### src/rtl/fetch_stage.sv
// Instruction-fetch stage: owns the PC, drives the instruction memory
// address and fills the IF/ID pipeline register. Handles hazard freeze,
// branch redirect with flush, and a memory-ready handshake.
module fetch_stage #(
    parameter logic [31:0] RESET_PC    = 32'h0000_0000,
    parameter logic [31:0] BUBBLE_INST = 32'h0000_0000
) (
    input  logic        clk,
    input  logic        rst,
    input  logic        freeze,
    input  logic        branch_taken,
    input  logic [31:0] branch_addr,
    input  logic        imem_ready,
    input  logic [31:0] imem_inst,
    output logic [31:0] imem_addr,
    output logic [31:0] id_pc,
    output logic [31:0] id_inst,
    output logic        id_valid,
    output logic        align_err,
    output logic [31:0] fetch_count
);

    typedef enum logic [0:0] {
        RUN  = 1'b0,
        WAIT = 1'b1
    } state_t;

    state_t      state_reg,       state_next;
    logic [31:0] pc_reg,          pc_next_val;
    logic [31:0] id_pc_reg,       id_pc_next;
    logic [31:0] id_inst_reg,     id_inst_next;
    logic        id_valid_reg,    id_valid_next;
    logic        align_err_reg,   align_err_next;
    logic [31:0] fetch_count_reg, fetch_count_next;
    logic [31:0] pc_plus4;

    // Sequential PC successor; wraps naturally at 2^32.
    assign pc_plus4 = pc_reg + 32'd4;

    // Register all pipeline state; reset overrides every other request.
    always_ff @(posedge clk) begin
        if (rst) begin
            state_reg       <= RUN;
            pc_reg          <= RESET_PC;
            id_pc_reg       <= 32'h0000_0000;
            id_inst_reg     <= BUBBLE_INST;
            id_valid_reg    <= 1'b0;
            align_err_reg   <= 1'b0;
            fetch_count_reg <= 32'h0000_0000;
        end else begin
            state_reg       <= state_next;
            pc_reg          <= pc_next_val;
            id_pc_reg       <= id_pc_next;
            id_inst_reg     <= id_inst_next;
            id_valid_reg    <= id_valid_next;
            align_err_reg   <= align_err_next;
            fetch_count_reg <= fetch_count_next;
        end
    end

    // Next-state logic: branch beats freeze, freeze beats a stalled memory,
    // otherwise the returned word is captured and the PC advances.
    always_comb begin
        state_next       = state_reg;
        pc_next_val      = pc_reg;
        id_pc_next       = id_pc_reg;
        id_inst_next     = id_inst_reg;
        id_valid_next    = id_valid_reg;
        align_err_next   = align_err_reg;
        fetch_count_next = fetch_count_reg;

        if (branch_taken) begin
            // Redirect to the word-aligned target and flush the slot; a
            // misaligned target is remembered until reset.
            pc_next_val    = {branch_addr[31:2], 2'b00};
            id_pc_next     = 32'h0000_0000;
            id_inst_next   = BUBBLE_INST;
            id_valid_next  = 1'b0;
            state_next     = RUN;
            if (branch_addr[1:0] != 2'b00) begin
                align_err_next = 1'b1;
            end
        end else if (freeze) begin
            // Hold everything: defaults already keep current values.
        end else if (!imem_ready) begin
            // Memory is slow: keep the address on the bus, push a bubble.
            id_pc_next    = 32'h0000_0000;
            id_inst_next  = BUBBLE_INST;
            id_valid_next = 1'b0;
            state_next    = WAIT;
        end else begin
            pc_next_val      = pc_plus4;
            id_pc_next       = pc_plus4;
            id_inst_next     = imem_inst;
            id_valid_next    = 1'b1;
            fetch_count_next = fetch_count_reg + 32'd1;
            state_next       = RUN;
        end
    end

    assign imem_addr   = pc_reg;
    assign id_pc       = id_pc_reg;
    assign id_inst     = id_inst_reg;
    assign id_valid    = id_valid_reg;
    assign align_err   = align_err_reg;
    assign fetch_count = fetch_count_reg;

endmodule

### config.mk
export PLATFORM = sky130hd
export DESIGN_NAME = fetch_stage
export DESIGN_NICKNAME = d
export VERILOG_FILES = /design/src/rtl/fetch_stage.sv
export SDC_FILE = /design/constraint.sdc
export NUM_CORES = 1
export LEC_CHECK = 0
export ABC_AREA = 0
export CORE_MARGIN = 2
export CORE_UTILIZATION = 30
export CTS_CLUSTER_SIZE = 30
export DETAILED_ROUTE_END_ITERATION = 12
export PLACE_DENSITY = 0.65
export SYNTH_ARGS = -nofsm -noshare
export SYNTH_HDL_FRONTEND = slang
export SYNTH_SLANG_ARGS = --single-unit
### constraint.sdc
create_clock -name clk -period 3 [get_ports clk]
set_input_delay 0.75 -clock clk [delete_from_list [all_inputs] [get_ports clk]]
set_output_delay 0.75 -clock clk [all_outputs]
set_load 0.03 [all_outputs]
==> results.json, run 1 <==
{
  "outcome": "completed",
  "critPathLaunchType": "input port",
  "worst-r2r-setup-slack_ps": 550,
  "cts.clk_slew.worst_paths_ps": 60,
  "cts.htree.levels": 4,
  "die_w_um": 146,
  "fin_crit_sh_pct": 84.1,
  "arrival_ps": 2860,
  "synth_top_area_share_pct": 42.0,
  "fp.dieArea_um2": 21200,
  "synth_top_family_by_area": "simple AND/OR/NAND/NOR gates",
  "rsz0062_at_grt": "no",
  "synth-simple-area-share_pct": 29.1,
  "yosysSeqAreaShare_pct": 42.0,
  "cts_resized": 0,
  "grt_pass1_wl_um": 30300,
  "numCtsBuffers": 17,
  "grt_start_max_net_pins": 44,
  "syn_inst": 717,
  "drtIter0Drc": 466,
  "min-delay-start": "align_err",
  "rows": 51,
  "io_buffer_count": 194,
  "start_util_pct": 30.7,
  "cp.buffers_inverters": 1,
  "seqCellArea_um2": 2520,
  "drive_above_1_share_pct": 8.64,
  "slowest_delay_ps": 680,
  "cts-hold-fix-buffers": 0,
  "synth_fa_ha_area_share_pct": 0.416,
  "period_needed_ps": 2520,
  "slew_headroom_pct": 52.3,
  "min_to": "align_err",
  "yosysUniqueCellTypes": 58,
  "synth_flop_cell": "dfxtp_1",
  "maxCapViolations": 0,
  "post_cts_buffers": 0,
  "gr-total-overflow": 0,
  "viasPerCell": 5.14,
  "finalNetCount": 961,
  "cts_root_buffer": "clkbuf_16",
  "path_max_fanout": 7,
  "power_leakage_nw": 2.93,
  "tightest_slew_ps": 713,
  "synth_compound_area_share_pct": 18.8,
  "finClkSkew_ps": 6.44,
  "cts_tree": "yes",
  "area_delta_synth_final_pct": 46.7,
  "yosys_register_bits": 126,
  "cpLargestDelayFamily": "simple AND/OR/NAND/NOR gates",
  "r2r-end": "imem_addr[30]",
  "synth_commonest_cells": "dfxtp_1 (126), nor2_1 (88), nand2_1 (57), clkbuf_1 (46), or4_1 (36)",
  "fin_tns_setup_ps": 0,
  "p_per_area_nw_per_um2": 500,
  "hold_path.class": "flop to flop",
  "track_usage_pct": 17.8,
  "async_flop_share_pct": 0,
  "fillers": 1947,
  "insertion_delay_ps": 410,
  "drc": 0,
  "drtAntennaViolNets": 0,
  "clock-sinks": 126,
  "synth_area_um2": 6010,
  "slew_violations": 0,
  "yosysWarnings": 0,
  "die-height_um": 146,
  "hold-path-cell-count": 2,
  "cp-end-kind": "flop",
  "gp_congestion": 0.791,
  "irDropWorstVdd_mv": 0.381,
  "avgSynthCellArea_um2": 8.38,
  "vias": 6009,
  "clockBufferDepth": 2,
  "setup_viol": 0,
  "synthTopCellsByArea": "dfxtp_1 (42%), nor2_1 (5.5%), or4_1 (4.5%), a22oi_1 (4.4%), nand2_1 (3.6%)",
  "synth_top_cell_by_area": "dfxtp_1",
  "r2r.worst_path.cells": 5,
  "diodes": 0,
  "multiInputGateArea_um2": 3190,
  "core_um2": 19600,
  "first_pass_iters": 5,
  "synth.area.mux_share_pct": 0.562,
  "cp.required_ps": 3340,
  "grt_pass1_vias": 5575,
  "wire_per_inst_um": 16.3,
  "hold_violations": 0,
  "fmax_ghz": 0.396,
  "crit_path_top_delay_cell": "or4b_1",
  "antenna_found_initial": 1,
  "ios": 199,
  "worstPathCellList": "clkdlybuf4s50_1 > nand4bb_4 > or4b_1 > or4_1 > a21oi_1",
  "r2r_start": "imem_addr[2]",
  "wirelength_um": 19100,
  "place_hpwl_um": 13500,
  "critPathKind": "input port to flop",
  "synth_edf_count": 0,
  "yosys.area_share.xor_xnor_pct": 3.79,
  "total_power_mw": 4.41,
  "yosys.cell_count.top_type": "dfxtp_1"
}
-- worst max-delay path by stage --
stage	cells past startpoint	endpoint	from	slack [ps]
final	5	fetch_count[30]	imem_ready	480
after detailed placement	5	fetch_count[30]	imem_ready	60
after floorplan	6	fetch_count[30]	branch_taken	610
after global placement	5	fetch_count[30]	imem_ready	110
after CTS	1	imem_addr[17]	imem_addr[17]	480
after global routing	5	fetch_count[30]	imem_ready	380
-- worst reg2reg max path, cell delays in order, from the launching register on --
cell	delay, ps
dfxtp_1	460
ha_1	270
and3_1	350
nand4_1	480
or4_1	640
and3_1	150
-- area by class of cell --
cell class,instances,area share [%]
multi-input combinational,518,36.2
timing repair buffer,218,24.1
tap,265,3.76
clock inverter,9,1.52
sequential,126,28.6
inverter,9,0.383
clock buffer,23,5.42
-- cell usage in the layout (no fill, tap or decap), types with 23 or more instances in the layout --
master,synthesis,layout
clkdlybuf4s50_1,0,192
or4_1,36,36
buf_4,5,23
nor2_1,88,88
a21oi_1,29,29
nand4_1,27,27
nand2_1,57,57
a22oi_1,35,35
nand3_1,31,31
o21ai_0,25,25
dfxtp_1,126,126
-- cell families (layout without fill, tap and decap cells) --
| logic type | count (synthesis) | count (layout) |
|---|---|---|
| and+or+nand+nor | 320 | 320 |
| AOI/OAI and AO/OA | 163 | 163 |
| DFF | 126 | 126 |
| buffers and inverters | 76 | 259 |
| xor gates and xnor gates | 26 | 26 |
| muxes | 3 | 3 |
| adders and majority gates | 2 | 2 |
| other | 1 | 4 |
-- report_power, final --
part / internal, mW / switching, mW
Sequential: 1.72 / 0.0741
Combinational: 0.221 / 0.255
Clock: 1.37 / 0.769
-- through the flow --
| step | area [um2] | util [%] | std cells | setup WS (ps) | hold slack (ps) |
|---|---|---|---|---|---|
| 2_1_floorplan | 6020 | - | 720 | 611 | 571 |
| 3_3_place_gp | 8210 | 41.9 | 1136 | 111 | 438 |
| 3_5_place_dp | 8210 | 41.9 | 1136 | 58.2 | 441 |
| 4_1_cts | 8820 | 45.0 | 1168 | 483 | 453 |
| 5_1_grt | 8820 | 45.0 | 1168 | 379 | 483 |
| 6_report | 8820 | 45.0 | 1168 | 477 | 450 |
-- per-layer routing --
metal	GRT usage [%]	wire [um]	share of wire (%)
met5	0	13	0.068
met4	8.19	587	3.1
met3	5.33	1260	6.6
met2	27.1	8560	45
met1	23.0	8630	45
No activity file was read; power rests on OpenSTA's default activity.
==> run 2: changes to the inputs <==
- PLACE_DENSITY: 0.65 -> 0.67
- clock period: 3 -> 2.3 ns (I/O delays scaled with it)
==> results.json, run 2 (synthesized netlist as in run 1, its figures left out) <==
{
  "setup_viol": 0,
  "critPathLaunchType": "flop",
  "start_util_pct": 30.7,
  "outcome": "completed",
  "fillers": 1900,
  "die_w_um": 146,
  "power_leakage_nw": 3.23,
  "place_hpwl_um": 14100,
  "cts_root_buffer": "clkbuf_16",
  "mostFrequentLayoutCells": "clkdlybuf4s50_1 (185), dfxtp_1 (124), nor2_1 (88)",
  "area_delta_synth_final_pct": 52.4,
  "grt_pass1_vias": 5793,
  "rsz0062_at_grt": "no",
  "hold_path.class": "flop to flop",
  "maxCapViolations": 0,
  "rows": 51,
  "fp.dieArea_um2": 21200,
  "path_max_fanout": 8,
  "io_buffer_count": 194,
  "stdcell_count": 1217,
  "die-height_um": 146,
  "place_area_um2": 8610,
  "hold_violations": 0,
  "post_cts_buffers": 0,
  "drc": 0,
  "slew_violations": 0,
  "finalNetCount": 1011,
  "cp.required_ps": 1730,
  "finClkSkew_ps": 9.02,
  "cp-end-kind": "output pin",
  "wire_per_inst_um": 16.0,
  "viasPerCell": 5.21,
  "track_usage_pct": 17.9,
  "ios": 199,
  "clock-sinks": 126,
  "first_pass_iters": 5,
  "core_um2": 19600,
  "fmax_ghz": 0.444,
  "drive_above_1_share_pct": 13.4,
  "cts.htree.levels": 4,
  "fin_crit_sh_pct": 98.0,
  "antenna_found_initial": 1,
  "p_per_area_nw_per_um2": 598,
  "grt_start_max_net_pins": 41,
  "wirelength_um": 19400,
  "numCtsBuffers": 17,
  "grt_pass1_wl_um": 30800,
  "gp_congestion": 0.820,
  "total_power_mw": 5.48,
  "irDropWorstVdd_mv": 0.444,
  "fin_tns_setup_ps": 0,
  "layout_commonest_cell": "clkdlybuf4s50_1",
  "stdcell_area_um2": 9160,
  "place_inst": 1186,
  "drtIter0Drc": 471,
  "gr-total-overflow": 0,
  "critPathKind": "flop to output pin",
  "insertion_delay_ps": 410,
  "cts.clk_slew.worst_paths_ps": 50,
  "period_needed_ps": 2250,
  "vias": 6344,
  "clockBufferDepth": 2,
  "arrival_ps": 1680,
  "cts_tree": "yes",
  "drtAntennaViolNets": 0
}
-- run 2: cell types whose count changed in the layout (fill, tap and decap cells not counted), moves of 2 or more --
cell	before	now
dlymetal6s2s_1	0	6
clkinvlp_4	4	2
buf_12	1	3
clkdlybuf4s50_1	192	185
bufinv_16	3	1
clkinv_2	1	4
dfxtp_1	126	124
buf_4	23	71
dfxtp_2	0	2
-- run 2: final cells by class --
| cell class | instances | area [um2] | share of cell area [%] |
|---|---|---|---|
| multi-input cells | 518 | 3190 | 34.9 |
| repair buffers | 268 | 2540 | 27.7 |
| flip-flops and latches | 126 | 2520 | 27.6 |
| clock buffers | 23 | 468 | 5.11 |
| well taps | 265 | 332 | 3.62 |
| clock inverters | 7 | 65.1 | 0.710 |
| inverters | 9 | 33.8 | 0.369 |
| diodes | 1 | 2.50 | 0.0273 |
-- run 2: path summary, 6_finish.rpt --
kind,slack (ps),end,cells past startpoint,from
min,450,align_err,2,align_err
min reg2reg,450,align_err,2,align_err
max,50,imem_addr[7],2,imem_addr[7]
max reg2reg,170,imem_addr[29],4,imem_addr[21]
-- run 2: through the flow --
stage / setup WS [ps] / hold WS, ps / utilization (%)
6_report: 45.5 / 450 / 46.8
5_1_grt: 6.64 / 476 / 46.8
4_1_cts: 5.11 / 453 / 46.7
3_5_place_dp: -369 / 443 / 43.9
3_3_place_gp: -304 / 435 / 43.9
2_1_floorplan: 80.4 / 564 / -
-- run 2: where the power goes --
group | internal [mW] | switching (mW) | total (mW)
logic | 0.329 | 0.372 | 0.702
registers | 2.24 | 0.0689 | 2.31
clock network | 1.52 | 0.946 | 2.47
total | 4.09 | 1.39 | 5.48
-- run 2: per-layer routing --
| layer | part of all wire, % | routed length (um) | global-route usage [%] |
|---|---|---|---|
| met5 | 0 | 0 | 0 |
| met4 | 1.9 | 361 | 5.74 |
| met3 | 6.1 | 1180 | 4.76 |
| met2 | 47 | 9130 | 28.2 |
| met1 | 45 | 8740 | 24.0 |
-- run 2: what timing repair did --
item | 4_1_cts | 5_1_grt
pin swaps | 0 | 0
endpoints found under the setup margin | 1 | 8
resized for setup | 1 | 6
hold buffers | 0 | 0
-- run 2: worst max-delay path, stage by stage, from the launching register on --
cell and delay (ps):
dfxtp_1 390, buf_4 180, clkdlybuf4s50_1 700
==> run 3: changes to the inputs <==
- ABC_AREA: 0 -> 1
==> results.json, run 3 <==
{
  "clock-sinks": 126,
  "power_leakage_nw": 3.35,
  "cts.htree.levels": 4,
  "rows": 52,
  "clockBufferDepth": 2,
  "yosys.area_share.xor_xnor_pct": 2.41,
  "irDropWorstVdd_mv": 0.467,
  "cp.required_ps": 1730,
  "cts_resized": 0,
  "r2r.worst_path.cells": 7,
  "post_cts_buffers": 0,
  "min_to": "id_inst[18]",
  "drive_above_1_share_pct": 8.06,
  "period_needed_ps": 2220,
  "r2r-end": "imem_addr[16]",
  "fmax_ghz": 0.450,
  "slowest_delay_ps": 750,
  "fp.dieArea_um2": 21700,
  "synth_commonest_cells": "nand2_1 (333), dfxtp_1 (126), a21oi_1 (97), nor2_1 (82), inv_1 (75)",
  "r2r_start": "imem_addr[3]",
  "critPathKind": "flop to output pin",
  "gp_congestion": 0.892,
  "synth_top_cell_by_area": "dfxtp_1",
  "rsz0062_at_grt": "no",
  "synth_top_area_share_pct": 40.9,
  "min-delay-start": "id_inst[18]",
  "total_power_mw": 5.84,
  "track_usage_pct": 18.6,
  "crit_path_top_delay_cell": "clkdlybuf4s50_1",
  "hold_path.class": "flop to flop",
  "antenna_found_initial": 0,
  "synth_edf_count": 0,
  "cts_tree": "yes",
  "outcome": "completed",
  "wirelength_um": 19900,
  "yosysSeqAreaShare_pct": 40.9,
  "finalNetCount": 1175,
  "cts_root_buffer": "clkbuf_16",
  "yosys_register_bits": 126,
  "ios": 199,
  "area_delta_synth_final_pct": 46.3,
  "diodes": 0,
  "place_area_um2": 8390,
  "vias": 6431,
  "finClkSkew_ps": 9.76,
  "grt_pass1_wl_um": 32200,
  "place_inst": 1355,
  "place_hpwl_um": 14700,
  "synth_flop_cell": "dfxtp_1",
  "synth_compound_area_share_pct": 12.7,
  "core_um2": 20200,
  "cp.buffers_inverters": 1,
  "io_buffer_count": 194,
  "cpLargestDelayFamily": "buffers and inverters",
  "setup_viol": 0,
  "die-height_um": 147,
  "synth_top_family_by_area": "simple AND/OR/NAND/NOR gates",
  "cp-end-kind": "output pin",
  "gr-total-overflow": 0,
  "yosysWarnings": 0,
  "grt_pass1_vias": 6244,
  "maxCapViolations": 0,
  "async_flop_share_pct": 0,
  "syn_inst": 913,
  "hold-path-cell-count": 2,
  "cts.clk_slew.worst_paths_ps": 60,
  "worst-r2r-setup-slack_ps": 460,
  "start_util_pct": 30.5,
  "synth_fa_ha_area_share_pct": 0.406,
  "drtAntennaViolNets": 0,
  "stdcell_count": 1387,
  "tightest_slew_ps": 709,
  "synthTopCellsByArea": "dfxtp_1 (41%), nand2_1 (20%), a21oi_1 (7.9%), nor2_1 (5.0%), inv_1 (4.6%)",
  "yosys.cell_count.top_type": "nand2_1",
  "insertion_delay_ps": 420,
  "mostFrequentLayoutCells": "nand2_1 (333), clkdlybuf4s50_1 (192), dfxtp_1 (126)",
  "yosysUniqueCellTypes": 36,
  "fin_tns_setup_ps": 0,
  "cts-hold-fix-buffers": 0,
  "critPathLaunchType": "flop",
  "layout_commonest_cell": "nand2_1",
  "path_max_fanout": 8,
  "arrival_ps": 1650,
  "die_w_um": 147,
  "avgSynthCellArea_um2": 6.75,
  "viasPerCell": 4.64,
  "hold_violations": 0,
  "p_per_area_nw_per_um2": 648,
  "stdcell_area_um2": 9020,
  "fin_crit_sh_pct": 96.5,
  "synth.area.mux_share_pct": 0,
  "slew_violations": 0,
  "slew_headroom_pct": 52.7,
  "synth-simple-area-share_pct": 35.7,
  "first_pass_iters": 4,
  "drtIter0Drc": 307,
  "drc": 0,
  "worstPathCellList": "clkdlybuf4s50_1",
  "numCtsBuffers": 17,
  "cp-startpoint": "fetch_count[10]",
  "synth_area_um2": 6170,
  "grt_start_max_net_pins": 64,
  "wire_per_inst_um": 14.4
}
run 3: worst max-delay path by stage:
stage | end | slack, ps | depth (start not counted)
5_1_grt | fetch_count[10] | 6 | 1
6_report | fetch_count[10] | 80 | 1
3_3_place_gp | fetch_count[18] | 170 | 8
3_5_place_dp | imem_addr[26] | 100 | 8
2_1_floorplan | fetch_count[18] | 590 | 8
4_1_cts | fetch_count[10] | 60 | 1
run 3: power by group:
| group | internal [mW] | switching [mW] |
|---|---|---|
| Sequential | 2.24 | 0.0616 |
| Combinational | 0.272 | 0.360 |
| Clock | 1.90 | 1.02 |
run 3: stage by stage:
step                      utilization (%)  setup WS (ps)  hold slack, ps
after detailed placement             41.5            105             454
after floorplan                         -            593             575
after CTS                            44.6           62.9             464
after global placement               41.5            169             442
final                                44.6           79.4             463
after global routing                 44.6           6.33             477
run 3: logic make-up after synthesis:
kind of cell               count (synthesis)
other                                      1
AOI/OAI and AO/OA                        147
adders and majority gates                  2
and+or+nand+nor                          502
DFF                                      126
buffers and inverters                    118
xor gates and xnor gates                  17
run 3: layout make-up:
type	count	area (um2)
Clock buffer	22	474
Fill cell	2034	11200
Tap cell	270	338
Inverter	80	300
Clock inverter	10	160
Sequential cell	126	2520
Multi-Input combinational cell	672	3170
Timing Repair Buffer	207	2050
run 3: per-layer routing:
layer	share of wire (%)	vias up	global-route usage [%]
met4	2.4	0	6.97
met1	44	2917	23.0
met2	47	205	31.1
met3	6.5	40	4.81
met5	0	-	0
li1	-	3269	-
run 3: worst register-to-register path, cell delays in order, from the launching register on:
cell and delay [ps]:
dfxtp_1 420, ha_1 270, nand3_1 140, nor2_1 380
nand3_1 160, xor2_1 220, nand2_1 70, a21oi_1 140
==> RTL edit, RTL diff (settings of run 2) <==
Put one more register stage on the output `align_err`, with the module's reset. The value now appears one clock later. The other outputs are not delayed to match.
--- a/src/rtl/fetch_stage.sv
+++ b/src/rtl/fetch_stage.sv
@@ -102,7 +102,13 @@
     assign id_pc       = id_pc_reg;
     assign id_inst     = id_inst_reg;
     assign id_valid    = id_valid_reg;
-    assign align_err   = align_err_reg;
+    always_ff @(posedge clk) begin
+        if (rst) begin
+            align_err <= '0;
+        end else begin
+            align_err <= align_err_reg;
+        end
+    end
     assign fetch_count = fetch_count_reg;
 
 endmodule
Function: changed (a bounded check fails within 4 cycles, from zero or initial values and one cycle with rst high).
==> RTL edit against run 2 <==
Clock skew shrank 0.0041 ns; critical endpoint is now imem_addr[8]; design area fell by 5.9%; power rose by 6.7%; sequential cell count grew 1; largest power group unchanged; synthesized area decreased by 4.3%; hold slack worse by 0.017 ns; fmax is 1.3% higher; largest cell class unchanged; register-to-register slack improved by 0.08 ns; setup slack improved by 0.030 ns; routed wire length shrank 12%; final cell count decreased by 9.0%; critical path depth down 1.
==> RTL edit: results (changes against run 2) <==
### Detailed routing
* **met3 routed wirelength** 761 µm, -35%
* **vias per cell** 4.69, -10%
* **DR WL met2** 8110 µm, -11%
* **total wire length after detailed routing** 17000 µm, -12%

### Run status
* **outcome** finished, final reports clean

### Finish
* **ratio of cells with drive above 1 in the final layout** 7.90%, -5.5 points
* **final-layout fill cell count** 1848, -2.7%
* **number of nets at the end of the flow** 931, -7.9%
* **utilization after layout** 45.9%, -0.83 points
* **diodes inserted** 0, -1
* **non-filler cells in the finished layout** 1107, -9.0%

### Global routing
* **global-route wire length before repair** 26400 µm, -14%
* **initial antenna violation count** 0, -1
* **via count of the first global-routing pass** 4891, -16%
* **pin count of the biggest net entering global routing** 44, +7.3%

### Worst setup path
* **length in cells of the worst reg-to-reg path** 7, +3
* **highest fanout seen on the critical path** 6, -2
* **CP Data Arrival Time** 1.65 ns, -0.03 ns

### Place
* **placed inst area** 7980 µm², -7.3%
* **final estimated routing congestion in global placement** 0.814, -0.67%

### Yosys
* **synth top area cells** sky130_fd_sc_hd__dfxtp_1 44%, sky130_fd_sc_hd__xor2_1 7.9%, sky130_fd_sc_hd__nor2_1 6.1%
* **most frequent cells after synthesis** 127 x sky130_fd_sc_hd__dfxtp_1, 93 x sky130_fd_sc_hd__nor2_1, 52 x sky130_fd_sc_hd__nand2_1, 52 x sky130_fd_sc_hd__xor2_1, 39 x sky130_fd_sc_hd__nand4_1
* **Post-Syn Area per Cell** 8.54 µm², +1.8%

### Power
* **Max VDD drop** 0.495 mV, +11%
* **internal power** 4.45 mW, +8.7%

==> RTL edit: changes by cell type in the layout (fill, tap and decap cells not counted), sizes merged, moves of 11 or more <==
cell	run 2	this run
or3	13	2
o21a	1	15
xnor2	14	30
or4	38	0
xor2	12	52
o31ai	22	0
a311oi	20	0
buf	76	30
==> RTL edit: worst paths after layout <==
check	start	end
min	align_err_reg	align_err
min reg2reg	align_err_reg	align_err
max	imem_addr[8]	imem_addr[8]
max reg2reg	imem_addr[2]	imem_addr[16]
==> RTL edit: final cells by class <==
class / instances / area share, %
clock inverter: 10 / 1.84
tap: 234 / 3.40
inverter: 19 / 0.827
timing repair buffer: 221 / 25.2
clock buffer: 22 / 5.50
multi-input combinational: 474 / 33.7
sequential: 127 / 29.5
==> RTL edit: kinds of logic (layout without fill, tap and decap cells) <==
logic type	Yosys count	in the layout	share of synthesized area (%)
buffers and inverters	76	272	5.63
adders and majority gates	2	2	0.435
muxes	5	5	0.870
AOI/OAI and AO/OA	116	116	12.5
DFF	127	127	44.2
and+or+nand+nor	265	265	23.8
other	1	4	0.0652
xor gates and xnor gates	82	82	12.5
==> RTL edit: per-layer routing <==
layer | up-vias | global-route usage (%)
li1 | 2669 | -
met1 | 2387 | 21.4
met2 | 112 | 26.9
met3 | 24 | 3.94
met4 | 0 | 6.83
met5 | - | 0
==> RTL edit: power groups by stage <==
stage          Combinational [mW]  Sequential [mW]  Clock [mW]
6_report                    0.627             2.33        2.89
3_5_place_dp                0.631             2.38           0
3_3_place_gp                0.628             2.37           0
4_1_cts                     0.633             2.33        2.95
2_1_floorplan               0.236             2.46           0
5_1_grt                     0.672             2.34        3.06
==> RTL edit: stage by stage <==
| step | worst slack [ns] | hold slack, ns |
|---|---|---|
| after CTS | 0.00291 | 0.436 |
| final | 0.0752 | 0.433 |
| after global placement | -0.0205 | 0.425 |
| after floorplan | 0.235 | 0.416 |
| after global routing | 0.00925 | 0.448 |
| after detailed placement | -0.0150 | 0.428 |
